==> src/rtl/aes_core_arbiter.sv <==
// Round-robin arbiter sharing one AES core among NUM_REQ requesters.
// One job in flight: grant, start pulse, wait for done (with watchdog), respond.
module aes_core_arbiter #(
  parameter int NUM_REQ = 4,
  parameter int DATA_W  = 128,
  parameter int TIMEOUT = 64
) (
  input  logic                      clk,
  input  logic                      reset_n,
  input  logic [NUM_REQ-1:0]        req_valid,
  output logic [NUM_REQ-1:0]        req_ready,
  input  logic [NUM_REQ*DATA_W-1:0] req_data,
  output logic [NUM_REQ-1:0]        resp_valid,
  input  logic [NUM_REQ-1:0]        resp_ready,
  output logic [DATA_W-1:0]         resp_data,
  output logic                      core_start,
  output logic [DATA_W-1:0]         core_data_in,
  input  logic                      core_done,
  input  logic [DATA_W-1:0]         core_data_out,
  output logic                      busy,
  output logic                      timeout_err
);
  localparam int ID_W = $clog2(NUM_REQ);
  localparam int WD_W = $clog2(TIMEOUT + 1);

  typedef enum logic [1:0] {IDLE, START, WAIT, RESP} state_t;

  state_t            state, state_nxt;
  logic [ID_W-1:0]   rr_ptr, grant_id, winner, next_ptr;
  logic              found;
  logic [WD_W-1:0]   watchdog, wd_cnt;
  logic [DATA_W-1:0] job_q, result_q, job_sel;
  logic              timeout_err_q;
  logic              req_hs, resp_hs, wd_expire;

  // Two passes give a rotating priority: indices at/after rr_ptr first, then wrap.
  always_comb begin
    found  = 1'b0;
    winner = '0;
    for (int i = 0; i < NUM_REQ; i++) begin
      if (!found && req_valid[i] && (ID_W'(i) >= rr_ptr)) begin
        found  = 1'b1;
        winner = ID_W'(i);
      end
    end
    for (int i = 0; i < NUM_REQ; i++) begin
      if (!found && req_valid[i]) begin
        found  = 1'b1;
        winner = ID_W'(i);
      end
    end
  end

  always_comb begin
    job_sel = '0;
    for (int i = 0; i < NUM_REQ; i++) begin
      if (winner == ID_W'(i)) job_sel = req_data[i*DATA_W +: DATA_W];
    end
  end

  assign wd_cnt    = watchdog + 1'b1;
  assign wd_expire = (state == WAIT) && !core_done && (wd_cnt == WD_W'(TIMEOUT));
  assign req_hs    = (state == IDLE) && found;
  assign resp_hs   = |(resp_valid & resp_ready);
  assign next_ptr  = (grant_id == ID_W'(NUM_REQ - 1)) ? '0 : grant_id + 1'b1;

  // NOTE: non-blocking assignments for every flop so all registers update from pre-edge values.
  always_ff @(posedge clk or negedge reset_n) begin
    if (!reset_n) state <= IDLE;
    else          state <= state_nxt;
  end

  // NOTE: every output of this block gets a default before the case, so no latch is inferred.
  always_comb begin
    state_nxt  = state;
    req_ready  = '0;
    resp_valid = '0;
    core_start = 1'b0;
    unique case (state)
      IDLE: begin
        for (int i = 0; i < NUM_REQ; i++) req_ready[i] = found && (winner == ID_W'(i));
        if (found) state_nxt = START;
      end
      START: begin
        core_start = 1'b1;
        state_nxt  = WAIT;
      end
      WAIT: begin
        // Done on the final watchdog cycle still wins over the abort.
        if (core_done)      state_nxt = RESP;
        else if (wd_expire) state_nxt = IDLE;
      end
      RESP: begin
        for (int i = 0; i < NUM_REQ; i++) resp_valid[i] = (grant_id == ID_W'(i));
        if (resp_hs) state_nxt = IDLE;
      end
      default: state_nxt = IDLE;
    endcase
  end

  // NOTE: job and result registers are reset because they drive core_data_in/resp_data directly.
  always_ff @(posedge clk or negedge reset_n) begin
    if (!reset_n) begin
      rr_ptr        <= '0;
      grant_id      <= '0;
      watchdog      <= '0;
      job_q         <= '0;
      result_q      <= '0;
      timeout_err_q <= 1'b0;
    end else begin
      timeout_err_q <= wd_expire;
      if (req_hs) begin
        job_q    <= job_sel;
        grant_id <= winner;
      end
      if (state == START)     watchdog <= '0;
      else if (state == WAIT) watchdog <= wd_cnt;
      if ((state == WAIT) && core_done) result_q <= core_data_out;
      // Pointer moves only when a job finishes or is aborted, never on grant.
      if (resp_hs || wd_expire) rr_ptr <= next_ptr;
    end
  end

  assign core_data_in = job_q;
  assign resp_data    = result_q;
  assign busy         = (state != IDLE);
  assign timeout_err  = timeout_err_q;

endmodule

==> config.mk <==
export PLATFORM = sky130hd
export DESIGN_NAME = aes_core_arbiter
export DESIGN_NICKNAME = d
export VERILOG_FILES = /design/src/rtl/aes_core_arbiter.sv
export SDC_FILE = /design/constraint.sdc
export NUM_CORES = 1
export LEC_CHECK = 0
export BUFFER_PORTS_ARGS = -buffer_cell sky130_fd_sc_hd__buf_4
export CELL_PAD_IN_SITES_DETAIL_PLACEMENT = 0
export CELL_PAD_IN_SITES_GLOBAL_PLACEMENT = 2
export CORE_AREA = 2 2 357 359
export CTS_BUF_LIST = sky130_fd_sc_hd__clkbuf_8
export CTS_CLUSTER_DIAMETER = 200
export DETAILED_ROUTE_END_ITERATION = 6
export DIE_AREA = 0 0 359 361
export GPL_TIMING_DRIVEN = 0
export PLACE_DENSITY = 0.53
export SKIP_LAST_GASP = 1
export SLEW_MARGIN = 20
export SYNTH_ARGS = -nofsm -noshare
export SYNTH_HDL_FRONTEND = slang
export SYNTH_SLANG_ARGS = --single-unit
export TNS_END_PERCENT = 10
==> constraint.sdc <==
create_clock -name clk -period 2.39 [get_ports clk]
set_clock_uncertainty 0.05 [all_clocks]
set_input_delay 0.478 -clock clk [delete_from_list [all_inputs] [get_ports clk]]
set_output_delay 0.478 -clock clk [all_outputs]
set_load 0.02 [all_outputs]
==> results of run 1 <==
## synthesized netlist by cell type (all sizes together)
cell and instances:
inv 12, nor2b 3, a221oi 26, o31ai 1, a31o 1, mux2i 2
nor4 1, o22ai 2, and2 5, and3b 1, a21oi 2, o32ai 1
nor2 10, ha 10, clkbuf 79, nand2b 2, o21ai 164, and3 2
dfrtp 270, a21boi 1, o21a 1, a31oi 2, o31a 1, nand4 1
o221ai 1, a2bb2oi 1, nand2 143, buf 24, o221a 1, a222oi 104
o211ai 1, a311oi 1, o2111ai 1, xor2 1, nand3b 1, a22o 2
nor3 2, o2bb2ai 1, o21bai 1, xnor2 2, mux2 259
## path summary, 6_finish.rpt
| check | endpoint | cells after the start |
|---|---|---|
| setup reg to reg | core_data_in[47] | 9 |
| hold / removal | core_data_in[52] | 3 |
| max in group asynchronous | core_data_in[44] | 4 |
| hold reg to reg | core_data_in[34] | 2 |
| setup / recovery | req_ready[2] | 8 |
| min in group asynchronous | core_data_in[10] | 2 |
## metal layers
layer,up-vias,global-route usage,share of wire
met4,18,0.0596,0.031
met3,142,0.0533,0.082
met2,702,0.268,0.49
li1,7164,-,-
met5,-,0,0.0010
met1,7854,0.183,0.39
## kinds of logic after synthesis
family / count (synthesis) / synth area share
AO/OA/AOI/OAI: 316 / 0.167
XOR/XNOR: 3 / 0.00192
adder cells (fa/ha/maj): 10 / 0.00916
buffers and inverters: 115 / 0.0441
flip-flops: 270 / 0.495
multiplexers: 261 / 0.232
AND/OR/NAND/NOR: 171 / 0.0504
## through the flow
stage / TNS [ns] / instances / util / hold slack (ns)
CTS: -114.03 / 4199 / 0.223 / 0.000194
detailed placement: -205.60 / 3718 / 0.181 / 0.422
global route: -77.49 / 4222 / 0.225 / 0.0282
finish: -48.78 / 4234 / 0.225 / 0.0896
global placement: -809.85 / 3713 / 0.180 / 0.415
floorplan: 0 / 1146 / - / 0.132
## placed cells by master (no fill, tap or decap), drive strengths merged, types with 3 or more instances in the layout
cell         instances
clkbuf             144
ha                  10
and2                 5
clkinv              11
a221oi              26
dlygate4sd3        352
nand2              143
dfrtp              270
diode               30
a222oi             104
o21ai              164
inv                 33
nor2                10
mux2               259
buf                980
nor2b                3
## sequential cells by signal, summed over array words and instances (netlist names)
signal	count
core_data_in	128
resp_data	128
grant_id	2
watchdog	7
state	2
rr_ptr	2
timeout_err	1
## cell type report
class,count,area [µm²]
Antenna cell,30,75.1
Buffer,101,727
Clock buffer,70,963
Clock inverter,34,219
Fill cell,13782,97200
Inverter,12,45.0
Multi-Input combinational cell,761,6460
Sequential cell,270,6760
Tap cell,1650,2060
Timing Repair Buffer,1306,10900
## where the power goes
| group | leakage [µW] | switching (µW) | internal, µW | total, µW |
|---|---|---|---|---|
| sequential | 0.00330 | 1310 | 6830 | 8140 |
| clock | 0.000689 | 2530 | 2870 | 5410 |
| combinational | 0.00890 | 10700 | 8000 | 18700 |
| total | 0.0129 | 14600 | 17700 | 32300 |
## worst max-delay path: cells and delay by family, from the launching register on
| kind | cells | cell delay [ns] |
|---|---|---|
| buffers and inverters | 5 | 0.73 |
| muxes | 1 | 0.16 |
| and+or+nand+nor | 1 | 0.05 |
| DFF | 1 | 0.37 |
| AOI/OAI and AO/OA | 1 | 0.39 |
## repair_timing
action                                  in CTS  in global routing
resized for setup                           78                 30
endpoints found under the setup margin     260                258
setup buffers                               26                  5
cloned                                       1                  0
hold buffers                               352                  0
pin swaps                                   10                  4
hold endpoints to repair                   320                  0
==> reports/qor.yml, run 1 <==
global_routing:
  overflow: 0
  grt_antenna_before_repair: 45
  grt_use_total: 0.158
  grt_pass1_vias: 17211
  grt_pass1_wl_um: 142000
  grt_max_degree: 80
synthesis:
  synth_top_area_cell: "dfrtp_1"
  synth_warnings: 0
  ys_types: 50
  syn_nets: 1807
  ys_ff_latch: 270
  synth_top_area_frac: 0.495
  yosysSeqAreaShare: 0.495
  avgSynthCellArea_um2: 11.9
  synth_cells: 1146
  synth.top_cells.by_area: "dfrtp_1 49%, mux2_2 14%, a222oi_1 7.6%, mux2_4 6.9%, nand2_1 3.9%"
  syn_area_um2: 13700
placed_design:
  gp_congestion: 0.813
  hpwl_um: 87100
  place_area_um2: 22800
  pre_cts_ws_ns: -1.76
  portBuffers: 917
detailed_routing:
  drc: 0
  final_antenna_net_count: 0
  vias: 15880
  firstDrtPassIters: 6
  dr.first_iter.drc_count: 1188
  drt-wirelength-per-cell_um: 25.1
  vias_per_cell: 3.75
  totalWireLength_um: 106000
final_layout:
  areaGrowthSynthToFinish_pct: 107
  final_area_um2: 28200
  nets: 3169
  final_layout_size_suffix_gt1_frac: 0.528
cts:
  numClockSinks: 270
  clock_latency_ns: 0.72
  clockBufferDepth: 3
  clkTransAtPathRegs_ns: 0.06
  cts-htree-levels: 2
  cts-root-buf: "clkbuf_8"
  cts_inserted_buffers: 56
  cts_tree: "built"
power:
  peakVddDrop_mv: 0.374
  p_per_area_nw_per_um2: 1140
  power_leakage_uw: 0.0129
  power.total_uw: 32300
timing:
  fin_ws_ns: -0.582
  period_share: 1.24
  slew_viol_final: 0
  post-route-min-period_ns: 2.97
  hold_viol: 0
  setup_violations: 153
  tightest_slew_ns: 1.02
  relSlewSlack: 0.318
  rsz0062_at_grt: "true"
  max_freq_mhz: 337
floorplan:
  fp.dieArea_um2: 130000
  core_um2: 125000
  die_h_um: 361
  ios: 918
  die_w_um: 359
  std_cell_rows: 130
  start_util: 0.109
min_path:
  min-delay-start: "req_data[436]"
  hold_class: "in -> reg"
worst_setup_path:
  crit_type: "reg -> out"
  start_kind: "register"
  cp_cell_sequence: "buf_6, mux2i_2, a221oi_4, buf_12, buf_16, buf_4, nor3_4, buf_6"
  r2r-start: "rr_ptr[1]"
  cp_data_arrival_time_ns: 2.44
  crit_fanout: 8
  cpMostUsedCell: "buf_6"
  slowest_delay_ns: 0.39
  rrSetupSlack_ns: -0.51
  crit_start: "rr_ptr[1]"
  crit_slowest_cell: "a221oi_4"
  end_kind: "primary output"
  cp.required_ns: 1.86
status:
  violations: "negative setup slack"
  run_status: "complete, but fails checks"
run:
  cap_violations: 0
No activity file was read; power rests on OpenSTA's default activity.
==> run 2: changes to the inputs <==
RECOVER_POWER = 50   (was default)
==> run 2 against run 1 <==
Critical path type unchanged. The run still ends with negative setup slack left. Core utilization fell by 0.071 points. Global-route usage unchanged. Maximum frequency hardly changed. Critical endpoint unchanged. Sequential share of layout area rose by 0.076 points. Worst hold slack lost 0.0083 ns.
==> reports/qor.yml, run 2 (synthesis results as in run 1) <==
floorplan:
  die_w_um: 359  # unchanged
  ios: 918  # unchanged
  die_h_um: 361  # unchanged
  std_cell_rows: 130  # unchanged
  core_um2: 125000  # unchanged
  start_util: 0.109  # unchanged
  fp.dieArea_um2: 130000  # unchanged
worst_setup_path:
  cp_data_arrival_time_ns: 2.44  # about the same
  crit_cells: 8  # unchanged
  slowest_delay_ns: 0.39  # about the same
  r2r-start: "rr_ptr[1]"  # unchanged
  cp_top_family: "buffers and inverters"  # unchanged
  crit_type: "reg -> out"  # unchanged
  cp_cell_sequence: "buf_6, mux2i_2, a221oi_4, buf_12, buf_16, buf_4, nor3_4, buf_6"  # unchanged
  cpMostUsedCell: "buf_6"  # unchanged
  rrSetupSlack_ns: -0.49  # was -0.51 ns
  start_kind: "register"  # unchanged
  crit_start: "rr_ptr[1]"  # unchanged
  cp.required_ns: 1.86  # about the same
  r2r_end: "core_data_in[47]"  # unchanged
  crit_slowest_cell: "a221oi_4"  # unchanged
  crit_fanout: 8  # unchanged
  end_kind: "primary output"  # unchanged
  r2r_cells: 9  # unchanged
  setup.worst_path.end: "req_ready[2]"  # unchanged
  path_buf_inv: 5  # unchanged
placed_design:
  place_area_um2: 22800  # unchanged
  portBuffers: 917  # unchanged
  hpwl_um: 87100  # unchanged
  place_inst: 3718  # unchanged
  gp_congestion: 0.813  # unchanged
cts:
  cts-root-buf: "clkbuf_8"  # unchanged
  cts_inserted_buffers: 56  # unchanged
  cts-htree-levels: 2  # unchanged
  numClockSinks: 270  # unchanged
  clock_latency_ns: 0.72  # about the same
  cts_tree: "built"  # unchanged
  clockBufferDepth: 3  # unchanged
  clkTransAtPathRegs_ns: 0.06  # about the same
status:
  violations: "negative setup slack"  # unchanged
  run_status: "complete, but fails checks"  # unchanged
timing:
  max_freq_mhz: 337  # about the same
  fin_ws_ns: -0.581  # was -0.582 ns
  post-route-min-period_ns: 2.97  # about the same
  relSlewSlack: 0.275  # was 0.318
  slew_viol_final: 0  # unchanged
  tightest_slew_ns: 1.09  # was 1.02 ns
  rsz0062_at_grt: "true"  # unchanged
  hold_viol: 0  # unchanged
  period_share: 1.24  # about the same
  setup_violations: 213  # was 153
power:
  peakVddDrop_mv: 0.375  # was 0.374 mV
  power.total_uw: 32200  # was 32300 µW
  p_per_area_nw_per_um2: 1140  # about the same
  power_leakage_uw: 0.0128  # was 0.0129 µW
run:
  cap_violations: 0  # unchanged
final_layout:
  instances_no_fill: 4231  # was 4234
  post-route-util: 0.224  # was 0.225
  final_common_cell: "buf_4"  # unchanged
  nets: 3169  # unchanged
  final_layout_size_suffix_gt1_frac: 0.524  # was 0.528
  final_area_um2: 28100  # was 28200 µm²
  layout_common_cells: "930 x buf_4, 352 x dlygate4sd3_1, 269 x dfrtp_1, 174 x mux2_2, 142 x nand2_1"  # was 941 x buf_4, 352 x dlygate4sd3_1, 269 x dfrtp_1, 174 x mux2_2, 142 x nand2_1
  areaGrowthSynthToFinish_pct: 106  # was 107%
detailed_routing:
  met3_length_um: 8890  # was 8730 µm
  vias: 15897  # was 15880
  wl_met2_um: 52200  # unchanged
  final_antenna_net_count: 0  # unchanged
  totalWireLength_um: 106000  # about the same
  drc: 0  # unchanged
  highest_layer: "met5"  # unchanged
  dr.first_iter.drc_count: 1175  # was 1188
  firstDrtPassIters: 7  # was 6
  vias_per_cell: 3.76  # was 3.75
  wl_met1_um: 41800  # was 41900 µm
  drt-wirelength-per-cell_um: 25.1  # about the same
global_routing:
  overflow: 0  # unchanged
  grt_antenna_before_repair: 45  # unchanged
  grt_max_degree: 80  # unchanged
  grt_pass1_vias: 17211  # unchanged
  grt_use_total: 0.158  # unchanged
  grt_pass1_wl_um: 142000  # unchanged
min_path:
  hold_class: "in -> reg"  # unchanged
-- run 2: cell type report --
cell class | count | area (µm²)
clock buffer | 70 | 963
fill | 13795 | 97300
antenna | 27 | 67.6
multi-input combinational | 761 | 6460
clock inverter | 34 | 219
tap | 1650 | 2060
inverter | 12 | 45.0
buffer | 101 | 727
sequential | 270 | 6760
timing repair buffer | 1306 | 10800
-- run 2: routing by layer --
metal | up-vias | GRT usage
met4 | 18 | 0.0596
met1 | 7861 | 0.183
met3 | 141 | 0.0533
met2 | 721 | 0.268
met5 | - | 0
li1 | 7156 | -
-- run 2: worst min-delay path by stage --
| stage | slack, ns | from | end | cells after the start |
|---|---|---|---|---|
| floorplan | 0.13 | reset_n | core_data_in[0] | 0 |
| global placement | 0.41 | core_data_in[127] | core_data_in[127] | 2 |
| detailed placement | 0.42 | core_data_in[34] | core_data_in[34] | 2 |
| CTS | 0.0002 | req_data[408] | core_data_in[24] | 3 |
| global route | 0.03 | req_data[426] | core_data_in[42] | 3 |
| finish | 0.08 | req_data[436] | core_data_in[52] | 3 |
-- run 2: what timing repair did --
| action | in CTS | in global routing |
|---|---|---|
| resized for setup | 78 | 30 |
| buffers inserted | 26 | 5 |
| pin swaps | 10 | 4 |
| setup endpoints to repair | 260 | 258 |
| hold buffers | 352 | 0 |
| cloned | 1 | 0 |
| endpoints found under the hold margin | 320 | 0 |
-- run 2: where the power goes --
part	internal, µW	switching (µW)	total (µW)	leakage (µW)
Clock	2870	2540	5410	0.000688
Combinational	7930	10700	18600	0.00884
Sequential	6830	1310	8140	0.00330
Total	17600	14600	32200	0.0128
-- run 2: worst register-to-register path: cells and delay by family (launching register included) --
kind	cells	cell delay, ns
compound gates	3	0.95
flops	1	0.37
buf+inv	4	0.75
mux	2	0.60
-- run 2: stage by stage --
| step | TNS (ns) | hold WS [ns] | setup WS [ns] |
|---|---|---|---|
| final | -52.82 | 0.0813 | -0.581 |
| after global routing | -108.35 | 0.0282 | -0.694 |
| after CTS | -114.03 | 0.000194 | -0.698 |
| after detailed placement | -205.60 | 0.422 | -1.76 |
| after global placement | -809.85 | 0.415 | -2.28 |
| after floorplan | 0 | 0.132 | 0.0357 |
